--- src/rtl/dff_pipe_pkg.sv ---
// rtl/dff_pipe_pkg.sv - shared constants and helpers for the dff_pipe register pipeline
package dff_pipe_pkg;

  localparam int RST_VAL_DEFAULT = 0;

  // Width needed to hold an occupancy value in 0..depth inclusive.
  function automatic int clog2p1(input int depth);
    return (depth < 1) ? 1 : $clog2(depth + 1);
  endfunction

endpackage

--- src/rtl/dff_pipe_stage.sv ---
// rtl/dff_pipe_stage.sv - one valid/data register pair of the dff_pipe pipeline
module dff_pipe_stage #(
  parameter int                 WIDTH   = 8,
  parameter logic [WIDTH-1:0]   RST_VAL = '0
) (
  input  logic             clk,
  input  logic             rst,
  input  logic             clr,
  input  logic             load,
  input  logic             src_valid,
  input  logic [WIDTH-1:0] src_data,
  output logic             v,
  output logic [WIDTH-1:0] d
);

  logic             v_q;
  logic [WIDTH-1:0] d_q;

  // Data of an invalid stage is held so a bubble never toggles the data bus.
  always_ff @(posedge clk or negedge rst) begin
    if (!rst) begin
      v_q <= 1'b0;
      d_q <= RST_VAL;
    end else if (clr) begin
      v_q <= 1'b0;
      d_q <= RST_VAL;
    end else if (load) begin
      v_q <= src_valid;
      if (src_valid) d_q <= src_data;
    end
  end

  assign v = v_q;
  assign d = d_q;

endmodule

--- src/rtl/dff_pipe.sv ---
// rtl/dff_pipe.sv - stallable bubble-collapsing register pipeline; DFF_PIPE_COUNT_EN adds an occupancy count port
module dff_pipe
  import dff_pipe_pkg::*;
#(
  parameter int               WIDTH   = 8,
  parameter int               DEPTH   = 4,
  parameter logic [WIDTH-1:0] RST_VAL = WIDTH'(RST_VAL_DEFAULT)
) (
  input  logic             clk,
  input  logic             rst,
  input  logic             clr,
  input  logic             in_valid,
  output logic             in_ready,
  input  logic [WIDTH-1:0] in_data,
  output logic             out_valid,
  input  logic             out_ready,
  output logic [WIDTH-1:0] out_data
`ifdef DFF_PIPE_COUNT_EN
  ,
  output logic [clog2p1(DEPTH)-1:0] count
`endif
);

  logic [DEPTH-1:0] v;
  logic [WIDTH-1:0] d [DEPTH];
  logic [DEPTH-1:0] rdy;
  logic             rdy_acc;
  logic             in_fire;

  // rdy[k] is true when any stage at or after k is empty, or the consumer takes the head.
  always_comb begin
    rdy_acc = out_ready;
    rdy     = '0;
    for (int k = DEPTH - 1; k >= 0; k--) begin
      rdy_acc = rdy_acc || !v[k];
      rdy[k]  = rdy_acc;
    end
  end

  assign in_ready = rdy[0] && !clr;
  assign in_fire  = in_valid && in_ready;

  for (genvar k = 0; k < DEPTH; k++) begin : g_stage
    if (k == 0) begin : g_head
      dff_pipe_stage #(.WIDTH(WIDTH), .RST_VAL(RST_VAL)) u_stage (
        .clk       (clk),
        .rst       (rst),
        .clr       (clr),
        .load      (rdy[k]),
        .src_valid (in_fire),
        .src_data  (in_data),
        .v         (v[k]),
        .d         (d[k])
      );
    end else begin : g_body
      dff_pipe_stage #(.WIDTH(WIDTH), .RST_VAL(RST_VAL)) u_stage (
        .clk       (clk),
        .rst       (rst),
        .clr       (clr),
        .load      (rdy[k]),
        .src_valid (v[k-1]),
        .src_data  (d[k-1]),
        .v         (v[k]),
        .d         (d[k])
      );
    end
  end

  assign out_valid = v[DEPTH-1];
  assign out_data  = d[DEPTH-1];

`ifdef DFF_PIPE_COUNT_EN
  localparam int CW = clog2p1(DEPTH);

  logic          out_fire;
  logic [CW-1:0] count_q;
  logic [CW-1:0] count_d;

  assign out_fire = out_valid && out_ready;

  always_comb begin
    count_d = count_q;
    if (clr)                       count_d = '0;
    else if (in_fire && !out_fire) count_d = count_q + 1'b1;
    else if (out_fire && !in_fire) count_d = count_q - 1'b1;
  end

  always_ff @(posedge clk or negedge rst) begin
    if (!rst) count_q <= '0;
    else      count_q <= count_d;
  end

  assign count = count_q;
`endif

endmodule

--- config.mk ---
export PLATFORM = sky130hd
export DESIGN_NAME = dff_pipe
export DESIGN_NICKNAME = d
export VERILOG_FILES = /design/src/rtl/dff_pipe_pkg.sv /design/src/rtl/dff_pipe_stage.sv /design/src/rtl/dff_pipe.sv
export SDC_FILE = /design/constraint.sdc
export NUM_CORES = 1
export LEC_CHECK = 0
export ABC_AREA = 1
export BUFFER_PORTS_ARGS = -buffer_cell sky130_fd_sc_hd__buf_2
export CORE_MARGIN = 5
export CORE_UTILIZATION = 51
export DETAILED_ROUTE_END_ITERATION = 7
export GPL_TIMING_DRIVEN = 0
export PLACE_DENSITY = 0.69
export SETUP_SLACK_MARGIN = 0.3
export SYNTH_ARGS = -nofsm -noshare
export SYNTH_HDL_FRONTEND = slang
export SYNTH_HIERARCHICAL = 1
export SYNTH_SLANG_ARGS = --single-unit
--- constraint.sdc ---
create_clock -name clk -period 2.6 [get_ports clk]
set_input_delay 0.13 -clock clk [delete_from_list [all_inputs] [get_ports clk]]
set_output_delay 0.13 -clock clk [all_outputs]
set_load 0.03 [all_outputs]
# After elaboration in Yosys (flattened, before gate mapping)
# Index checks and enable logic that the tools add are counted.
[op_classes] n_reduce_logical=23 n_shift=0 multipliers=0 bitwise_logic=0 muxes=20 n_eq_ne=0 n_addsub=0 magnitude_cmp=0 div=0
[op_table] cell="8-bit two-way mux" count=12
[op_table] cell="2-bit nonzero test" count=8
[op_table] cell="1-bit two-way mux" count=8
[op_table] cell="2-bit AND reduction" count=4
[op_table] cell="1-bit logical NOT" count=5
[op_table] cell="1-bit logical OR" count=4
[op_table] cell="1-bit logical AND" count=2
[totals] latch_bits=0 wordCells=51 ramBits=0 inputBits=13 reg_bits=36 rom_bits=0 mem_count=0 output_inout_bits=10

# Logic depth before layout (Yosys ltp)
# Gate-level depths: netlist of run 1.
[depth] word_depth=10 ltp_mapped=9 depth_no_buf=9

# Hierarchy
# Netlist of run 1, hierarchy kept.
[by_module_without_submodules] module="dff_pipe_stage" seq_area_each_um2=225.2 area_per_inst_um2=435.4 n_inst=4 cells_each=56
[by_module_without_submodules] module="dff_pipe" seq_area_each_um2=0.0 area_per_inst_um2=56.3 n_inst=1 cells_each=11

# Least setup slack after synthesis of run 1
# Ideal clock, no wire load.
[synth_path] kind="register to register" from="register g_stage[3].g_body.u_stage.v_q" to="register g_stage[0].g_head.u_stage.d_q[0]" n_path_buf=0 t_arrival_ps=1313 setup_time_ps=116 required_time_ps=2484 path_stages_with_launch=10 path_slack_ps=1170 synth_period_minus_slack_ps=1430 path_cell_list="dfrtp_1 inv_1 nor2_2 nand4_2 nand2_2 nor2_1 nand2_4 nand2_4 nand2_1 nand2_1"
[synth_via] elab_chain_len=9 elab_cells_between_ends=10 classes_between="reduce/logical: 10"
[synth_lines] element="from (decl)" line="dff_pipe_stage.sv:16" text="logic v_q;"
[synth_lines] element="from (signal assigned)" line="dff_pipe_stage.sv:28" text="v_q <= src_valid;"
[synth_lines] element="1-bit logical NOT" line="dff_pipe.sv:35" text="rdy_acc = rdy_acc || !v[k];"
[synth_lines] element="1-bit logical OR (4 in a row)" line="dff_pipe.sv:35"
[synth_lines] element="named net rdy[0]" line="dff_pipe.sv:26" text="logic [DEPTH-1:0] rdy;"
[synth_lines] element="1-bit logical AND" line="dff_pipe.sv:40" text="assign in_ready = rdy[0] && !clr;"
[synth_lines] element="1-bit logical AND" line="dff_pipe.sv:41" text="assign in_fire = in_valid && in_ready;"
[synth_lines] element="named net in_fire" line="dff_pipe.sv:28" text="logic in_fire;"
[synth_lines] element="2-bit nonzero test (no line)"
[synth_lines] element="2-bit AND reduction (no line)"
[synth_lines] element="to (signal assigned)" line="dff_pipe_stage.sv:29" text="if (src_valid) d_q <= src_data;"
[synth_lines] element="to (decl)" line="dff_pipe_stage.sv:17" text="logic [WIDTH-1:0] d_q;"
# The timed path passes the listed nets, and every way through them passes these cells.
# A chain may end at the register's enable or synchronous reset.

# Worst setup path after layout of run 1
[layout_path] from="register g_stage[3].g_body.u_stage.v_q" to="output in_ready"
[layout_via] elab_chain_len=6
[layout_lines] element="1-bit logical NOT" line="dff_pipe.sv:35"
[layout_lines] element="1-bit logical OR (4 in a row)" line="dff_pipe.sv:35"
[layout_lines] element="named net rdy[0]" line="dff_pipe.sv:26"
[layout_lines] element="1-bit logical AND" line="dff_pipe.sv:40"
[layout_lines] element="to (decl)" line="dff_pipe.sv:13" text="output logic in_ready,"
# The timed path passes the listed nets, and every way through them passes these cells.

==> metrics.yaml, run 1 <==
run_status:
  status: "completed"
routing:
  drt_iter0_markers: 52
  vias: 1380
  first_pass_iters: 2
  finalWirelength_um: 2830
  viasPerCell: 4.42
  drc: 0
  wl_per_cell_um: 9.08
  antenna_left: 0
floorplan:
  ios: 23
  die_h_um: 69.4
  dieArea_mm2: 0.00481
  start_util: 0.535
  placementRows: 21
  die_x_um: 69.4
  core_mm2: 0.00336
sta:
  hold_viol_final: 0
  holdWs_ns: 0.0770
  finClkSkew_ns: 0.00442
  worst_pin_slew_ns: 0.767
  fin_crit_sh: 0.589
  maxSlewHeadroom: 0.489
  finalWorstSetupSlack_ns: 1.07
  fin_setup_tns_ns: 0
  report.final.slew_viol_count: 0
  rsz0062_at_grt: "false"
  setup_viol: 0
  max_freq_mhz: 653
  period_needed_ns: 1.53
worst_setup_path:
  required_ns: 2.47
  end_kind: "output port"
  r2r_end: "g_stage[0].g_head.u_stage/d[6]$_DFFE_PN0P_"
  cp-start-kind: "flip-flop"
  rr_worst_depth: 9
  worstSetupPathType: "reg2out"
  cp.arrival_ns: 1.40
  regToRegSetupSlack_ns: 1.24
  rr_startpoint: "g_stage[3].g_body.u_stage/v$_DFFE_PN0P_"
  critical_path_peak_fanout: 4
clock_network:
  insertion_delay_ns: 0.33
  cts_buffers: 5
  clk_path_buf_depth: 2
  cts_sinks: 36
  cts_setup_buffers: 0
  clk_pin_slew_worst_paths_ns: 0.10
  cts-resized-gates: 0
  root_buffer: "clkbuf_4"
  cts_max_level: 2
  cts_tree: "yes"
synthesis:
  yosysSeqAreaShare: 0.501
  synth_area_mm2: 0.00180
  synth.distinct_cells: 12
  synth_fp_nets: 248
  yosysWarningCount: 6
  ys_ff_latch: 36
  synth_cells: 235
  synth_area_per_cell_um2: 7.65
placed_design:
  gp_congestion: 0.698
  dp_hpwl_um: 2140
  io_buffers: 22
  dp_worst_setup_slack_ns: 1.23
finish:
  antenna_cells: 0
  drive_gt1_frac: 0.177
  layout_common_cells: "nand2_1, inv_1, nor2_1"
  final_util: 0.605
  final_net_count: 278
  final_common_cell: "nand2_1"
  area_growth_pct: 13.2
worst_hold_path:
  hp-start: "in_data[7]"
  hold_end: "g_stage[0].g_head.u_stage/d[7]$_DFFE_PN0P_"
  min_path_cells: 5
  hold_path_class: "in2reg"
global_route:
  grt_max_degree: 37
  grt_overflow: 0
  antenna_found_initial: 0
  grt_pass1_vias: 1322
  grt_use_total: 0.133
  grt_pass1_wl_um: 5260
power_and_ir_drop:
  ir_worst_vdd_mv: 0.286
  power_leakage_nw: 1.16
  total_power_w: 0.00105
  powerDensity_mw_per_mm2: 514
run:
  cap_violations: 0
==> report_power, final <==
group / total [W] / internal [W] / switching [W]
combinational: 0.000133 / 0.0000468 / 0.0000860
clock: 0.000307 / 0.000133 / 0.000174
sequential: 0.000606 / 0.000590 / 0.0000157
==> routing by layer <==
layer  vias to the layer above  part of all wire  GRT usage
met4                         0             0.019     0.0651
met2                        22              0.52      0.247
met1                       588              0.40      0.132
met5                         -                 0          0
met3                         4             0.055     0.0435
li1                        766                 -          -
==> worst max-delay path, cell delays in order, from the launching register on <==
cell and delay (ns):
dfrtp_1 0.37, inv_1 0.05, nor2_2 0.16, nand4_2 0.17, nand2_2 0.10, inv_1 0.04, buf_2 0.16
==> state kept, by name (all words and copies together), names as in the netlist <==
name / cells
g_stage.g_body.u_stage/d: 24
g_stage.g_body.u_stage/v: 3
g_stage.g_head.u_stage/d: 8
g_stage.g_head.u_stage/v: 1
==> worst max path at each step <==
stage	startpoint	to	cells after the start
after floorplan	g_stage[3].g_body.u_stage/v$_DFFE_PN0P_	g_stage[0].g_head.u_stage/d[0]$_DFFE_PN0P_	9
after global placement	g_stage[3].g_body.u_stage/v$_DFFE_PN0P_	g_stage[0].g_head.u_stage/d[5]$_DFFE_PN0P_	9
after detailed placement	g_stage[3].g_body.u_stage/v$_DFFE_PN0P_	g_stage[0].g_head.u_stage/d[6]$_DFFE_PN0P_	9
after CTS	g_stage[3].g_body.u_stage/v$_DFFE_PN0P_	in_ready	6
after global routing	g_stage[3].g_body.u_stage/v$_DFFE_PN0P_	in_ready	6
final	g_stage[3].g_body.u_stage/v$_DFFE_PN0P_	in_ready	6
==> cells in the mapped netlist <==
cell type / n / area share
inv_1: 37 / 0.077
buf_6: 4 / 0.025
nand3_1: 33 / 0.092
nand2_2: 1 / 0.0035
dfrtp_1: 36 / 0.50
nor2_1: 37 / 0.077
nand2_4: 8 / 0.050
nor2_2: 1 / 0.0035
o21ai_0: 4 / 0.011
nand2_1: 69 / 0.14
inv_2: 4 / 0.0083
nand4_2: 1 / 0.0070
==> layout make-up <==
type | instances | area, µm²
repair buffers | 23 | 120
inverters | 41 | 154
flip-flops and latches | 36 | 901
multi-input cells | 154 | 698
well taps | 46 | 57.6
clock buffers | 8 | 58.8
plain buffers | 4 | 45.0
fillers | 346 | 1330
==> per-stage QoR <==
stage | cell area, µm² | cells
global placement | 1970 | 303
floorplan | 1800 | 235
global route | 2030 | 312
detailed placement | 1970 | 303
finish | 2030 | 312
CTS | 2030 | 312
==> repair_timing <==
| item | 4_1_cts | 5_1_grt |
|---|---|---|
| endpoints found under the setup margin | 0 | 0 |
| hold endpoints to repair | 36 | 0 |
| hold buffers | 1 | 0 |
==> cells by family (layout without fill, tap and decap cells) <==
kind of cell,count (synthesis),after routing,share of synthesized area
AOI/OAI and AO/OA,4,4,0.0111
buffers and inverters,45,76,0.111
and+or+nand+nor,150,150,0.377
DFF,36,36,0.501
Power figures use the tool's default switching activity.
==> inputs of run 2 (changes only) <==
Clock period 2.6 ns to 1.5 ns, I/O delays scaled along.
==> run 2 against run 1 <==
Net effect: wire length is 4.9% higher; sequential share of layout area is 1.0 points lower; hold slack worse by 0.040 ns; register-to-register slack worse by 1.0 ns; largest power group unchanged; critical path depth stayed put; clock-buffer cell count stayed put; die area stayed put; clock skew hardly changed; setup slack worse by 0.86 ns; total power is 73% higher.
==> metrics.yaml, run 2 (synthesis results as in run 1) <==
clock_network:
  cts_sinks: 36
  clk_path_buf_depth: 2
  cts_max_level: 2
  root_buffer: "clkbuf_4"
  cts_tree: "yes"
  cts_buffers: 5
  insertion_delay_ns: 0.32
  clk_pin_slew_worst_paths_ns: 0.10
sta:
  maxSlewHeadroom: 0.473
  fin_crit_sh: 0.860
  worst_pin_slew_ns: 0.790
  hold_viol_final: 0
  period_needed_ns: 1.29
  finClkSkew_ns: 0.00430
  rsz0062_at_grt: "true"
  setup_viol: 0
  max_freq_mhz: 775
  fin_setup_tns_ns: 0
  report.final.slew_viol_count: 0
  finalWorstSetupSlack_ns: 0.210
worst_setup_path:
  rr_worst_depth: 8
  end_kind: "output port"
  cp-start-kind: "flip-flop"
  required_ns: 1.42
  critical_path_peak_fanout: 2
  cp.arrival_ns: 1.21
  worstSetupPathType: "reg2out"
  r2r_end: "g_stage[1].g_body.u_stage/d[7]$_DFFE_PN0P_"
  regToRegSetupSlack_ns: 0.22
  rr_startpoint: "g_stage[3].g_body.u_stage/v$_DFFE_PN0P_"
global_route:
  grt_use_total: 0.135
  grt_pass1_wl_um: 5410
  grt_pass1_vias: 1332
  grt_overflow: 0
  antenna_found_initial: 0
  grt_max_degree: 37
finish:
  largest_reg_flops: 24
  layout_common_cells: "nand2_1, nor2_1, inv_1"
  antenna_cells: 0
  final_net_count: 281
  n_fill_cell: 336
  drive_gt1_frac: 0.208
  area_growth_pct: 16.4
  final_common_cell: "nand2_1"
floorplan:
  die_x_um: 69.4
  die_h_um: 69.4
  ios: 23
  core_mm2: 0.00336
  dieArea_mm2: 0.00481
  placementRows: 21
  start_util: 0.535
worst_hold_path:
  hold_path_class: "in2reg"
  min_path_cells: 5
  hp-start: "in_data[6]"
  hold_end: "g_stage[0].g_head.u_stage/d[6]$_DFFE_PN0P_"
placed_design:
  io_buffers: 22
  dp_worst_setup_slack_ns: 0.214
  dp_hpwl_um: 2140
  gp_congestion: 0.702
routing:
  finalWirelength_um: 2970
  drt_iter0_markers: 32
  antenna_left: 0
  viasPerCell: 4.40
  vias: 1386
  first_pass_iters: 3
  wl_per_cell_um: 9.44
  drc: 0
power_and_ir_drop:
  ir_worst_vdd_mv: 0.457
  power_leakage_nw: 1.18
  powerDensity_mw_per_mm2: 864
run_status:
  status: "completed"
run:
  cap_violations: 0
==> run 2: cell types whose count changed in the layout (fill, tap and decap cells not counted), sizes merged <==
cell	before	now
buf	26	29
==> run 2: timing repair <==
| item | CTS | global route |
|---|---|---|
| hold buffers | 1 | 0 |
| setup buffers | 3 | 0 |
| endpoints found under the setup margin | 17 | 37 |
| gates resized for setup | 6 | 2 |
| hold endpoints to repair | 36 | 0 |
| pin swaps | 3 | 0 |
==> run 2: per-stage QoR <==
stage               std cells  area (µm²)  utilization  power, W  hold slack [ns]
floorplan                 235        1820            -   0.00123           -0.221
global placement          303        1980        0.590   0.00130            0.191
detailed placement        303        1980        0.590   0.00130            0.196
CTS                       315        2090        0.622   0.00183           0.0230
global route              315        2090        0.622   0.00191           0.0351
finish                    315        2090        0.622   0.00181           0.0371
==> run 2: where the power goes <==
| part | total [W] | internal, W | switching (W) |
|---|---|---|---|
| sequential | 0.00105 | 0.00102 | 0.0000289 |
| combinational | 0.000236 | 0.0000839 | 0.000152 |
| clock | 0.000519 | 0.000232 | 0.000287 |
==> run 2: final cells by class <==
class	instances	area, µm²	share of cell area
plain buffers	4	45.0	0.0215
clock buffers	8	58.8	0.0281
inverters	41	154	0.0736
multi-input cells	154	723	0.346
flip-flops and latches	36	905	0.432
well taps	46	57.6	0.0275
repair buffers	26	149	0.0712
==> run 2: worst max path at each step <==
stage / start / to / cells past startpoint
floorplan: g_stage[3].g_body.u_stage/v$_DFFE_PN0P_ / g_stage[0].g_head.u_stage/d[0]$_DFFE_PN0P_ / 9
global placement: g_stage[3].g_body.u_stage/v$_DFFE_PN0P_ / g_stage[0].g_head.u_stage/d[2]$_DFFE_PN0P_ / 9
detailed placement: g_stage[3].g_body.u_stage/v$_DFFE_PN0P_ / g_stage[0].g_head.u_stage/d[2]$_DFFE_PN0P_ / 9
CTS: g_stage[3].g_body.u_stage/v$_DFFE_PN0P_ / in_ready / 6
global route: g_stage[3].g_body.u_stage/v$_DFFE_PN0P_ / in_ready / 6
finish: g_stage[3].g_body.u_stage/v$_DFFE_PN0P_ / in_ready / 6
==> run 2: critical path: stages (launching register included) <==
cell,delay [ns]
dfrtp_2,0.38
inv_2,0.05
nor2_4,0.12
nand4_4,0.09
nand2_2,0.09
inv_2,0.04
buf_6,0.12
==> run 2: layer usage <==
layer	global-route usage	up-vias	routed length (µm)	share of wire
met5	0	-	0	0
met4	0.0456	0	29	0.0098
met3	0.0435	4	146	0.049
met2	0.254	23	1520	0.51
met1	0.138	581	1270	0.43
li1	-	778	-	-
==> inputs of run 3 (changes only) <==
Settings changed: CELL_PAD_IN_SITES_DETAIL_PLACEMENT from default to 0, CELL_PAD_IN_SITES_GLOBAL_PLACEMENT from default to 2, CORE_UTILIZATION 51 to 33, PLACE_DENSITY 0.69 to 0.75.
==> run 3 against run 2 <==
Net effect: combinational power is 4% higher; cell area is 5.4% higher; final cell count is 7.9% higher; total power increased by 17%; sequential cell count stayed put; wire length up 9.0%; sequential power is essentially flat; first-iteration DRC count is 9.4% lower; via count decreased by 0.65%; clock skew increased by 0.00094 ns; clock-buffer cell count down 2; critical path type unchanged; critical endpoint unchanged.
==> metrics.yaml, run 3 (synthesis results as in run 1) <==
routing:
  first_pass_iters: 5
  drc: 0
  vias: 1377
  viasPerCell: 4.05
  finalWirelength_um: 3240
  antenna_left: 0
  drt_iter0_markers: 29
  wl_per_cell_um: 9.53
global_route:
  grt_pass1_vias: 1367
  antenna_found_initial: 0
  grt_overflow: 0
  grt_use_total: 0.103
  grt_max_degree: 37
  grt_pass1_wl_um: 5980
floorplan:
  die_x_um: 83.8
  die_h_um: 83.8
  core_mm2: 0.00520
  ios: 23
  start_util: 0.345
  dieArea_mm2: 0.00702
  placementRows: 26
worst_setup_path:
  crit_slowest_cell: "dfrtp_2"
  rr_worst_depth: 7
  crit_chain: "inv_2 > nor2_4 > nand4_4 > nand2_2 > inv_2 > buf_6"
  end_kind: "output port"
  r2r_end: "g_stage[0].g_head.u_stage/d[1]$_DFFE_PN0P_"
  regToRegSetupSlack_ns: 0.27
  required_ns: 1.42
  cp.arrival_ns: 1.17
  cpMostUsedCell: "inv_2"
  cp_slowest_stage_delay_ns: 0.37
  cp-start-kind: "flip-flop"
  rr_startpoint: "g_stage[2].g_body.u_stage/v$_DFFE_PN0P_"
  critical_path_peak_fanout: 4
  worstSetupPathType: "reg2out"
placed_design:
  io_buffers: 22
  gp_congestion: 0.639
  dp_hpwl_um: 2400
worst_hold_path:
  hp-start: "in_data[6]"
  hold_end: "g_stage[0].g_head.u_stage/d[6]$_DFFE_PN0P_"
  hold_path_class: "in2reg"
  min_path_cells: 5
clock_network:
  cts_max_level: 2
  cts_sinks: 36
  insertion_delay_ns: 0.28
  root_buffer: "clkbuf_8"
  cts_buffers: 5
  clk_pin_slew_worst_paths_ns: 0.07
  cts_tree: "yes"
  clk_path_buf_depth: 2
sta:
  fin_setup_tns_ns: 0
  finClkSkew_ns: 0.00523
  period_needed_ns: 1.25
  holdWs_ns: 0.0773
  maxSlewHeadroom: 0.665
  fin_crit_sh: 0.832
  worst_pin_slew_ns: 0.502
  rsz0062_at_grt: "true"
  report.final.slew_viol_count: 0
  hold_viol_final: 0
  max_freq_mhz: 801
  setup_viol: 0
power_and_ir_drop:
  powerDensity_mw_per_mm2: 963
  power_frac_clock: 0.388
  power_leakage_nw: 1.22
  p_switching_w: 0.000516
  ir_worst_vdd_mv: 0.347
  swShare: 0.243
  internal_power_w: 0.00161
  seqPwrFrac: 0.496
  comb_power_share: 0.116
finish:
  area_growth_pct: 22.6
  multi_input_area_um2: 723
  drive_gt1_frac: 0.211
  layout_common_cells: "nand2_1, nor2_1, inv_1"
  final-seq-area_um2: 903
  antenna_cells: 0
  final_util: 0.424
  n_fill_cell: 569
  final_common_cell: "nand2_1"
  largest_reg_flops: 24
  final_net_count: 282
run:
  cap_violations: 0
run_status:
  status: "completed"
-- run 3: cell count changes in the layout (fill, tap and decap cells not counted), sizes merged --
cell | previous run | this run
bufinv | 0 | 1
clkbuf | 8 | 7
clkinv | 0 | 1
-- run 3: area by class of cell --
class                      instances  share of cell area
timing repair buffer              27              0.0834
clock inverter                     2              0.0159
inverter                          41              0.0698
buffer                             4              0.0204
multi-input combinational        154               0.328
tap                               70              0.0397
sequential                        36               0.410
clock buffer                       6              0.0329
-- run 3: critical path: cells and delay by family, from the launching register on --
kind          cells  cell delay (ns)
simple gates      3             0.33
buf+inv           3             0.20
flops             1             0.37
-- run 3: stage by stage --
step | area [µm²] | cells | worst slack, ns | total power, W
global placement | 2010 | 327 | 0.198 | 0.00131
detailed placement | 2010 | 327 | 0.202 | 0.00131
global route | 2200 | 340 | 0.157 | 0.00224
floorplan | 1820 | 235 | 0.201 | 0.00123
finish | 2200 | 340 | 0.252 | 0.00212
CTS | 2160 | 338 | 0.227 | 0.00216
-- run 3: power groups by stage --
stage,clock network [W],registers (W),logic (W)
floorplan,0,0.00108,0.000147
global placement,0,0.00107,0.000239
detailed placement,0,0.00107,0.000240
CTS,0.000858,0.00105,0.000247
global route,0.000897,0.00106,0.000284
finish,0.000824,0.00105,0.000246
-- run 3: what timing repair did --
action                                  CTS  global route
hold endpoints to repair                 36             0
endpoints found under the setup margin   17            28
hold buffers                              1             0
setup buffers                             2             2
gates resized for setup                   5             1
pin swaps                                 2             2
-- run 3: layer usage --
layer  part of all wire  global-route usage  up-vias
met2               0.50               0.177       22
met1               0.43               0.114      578
li1                   -                   -      772
met4              0.016              0.0395        0
met3              0.049              0.0395        5
met5                  0                   0        -
-- run 3: how the worst max path moves through the flow --
| stage | start | end | depth (start not counted) |
|---|---|---|---|
| detailed placement | g_stage[3].g_body.u_stage/v$_DFFE_PN0P_ | g_stage[0].g_head.u_stage/d[1]$_DFFE_PN0P_ | 9 |
| global placement | g_stage[3].g_body.u_stage/v$_DFFE_PN0P_ | g_stage[0].g_head.u_stage/d[6]$_DFFE_PN0P_ | 9 |
| finish | g_stage[3].g_body.u_stage/v$_DFFE_PN0P_ | in_ready | 6 |
| floorplan | g_stage[3].g_body.u_stage/v$_DFFE_PN0P_ | g_stage[0].g_head.u_stage/d[0]$_DFFE_PN0P_ | 9 |
| CTS | g_stage[3].g_body.u_stage/v$_DFFE_PN0P_ | in_ready | 6 |
| global route | g_stage[3].g_body.u_stage/v$_DFFE_PN0P_ | in_ready | 6 |
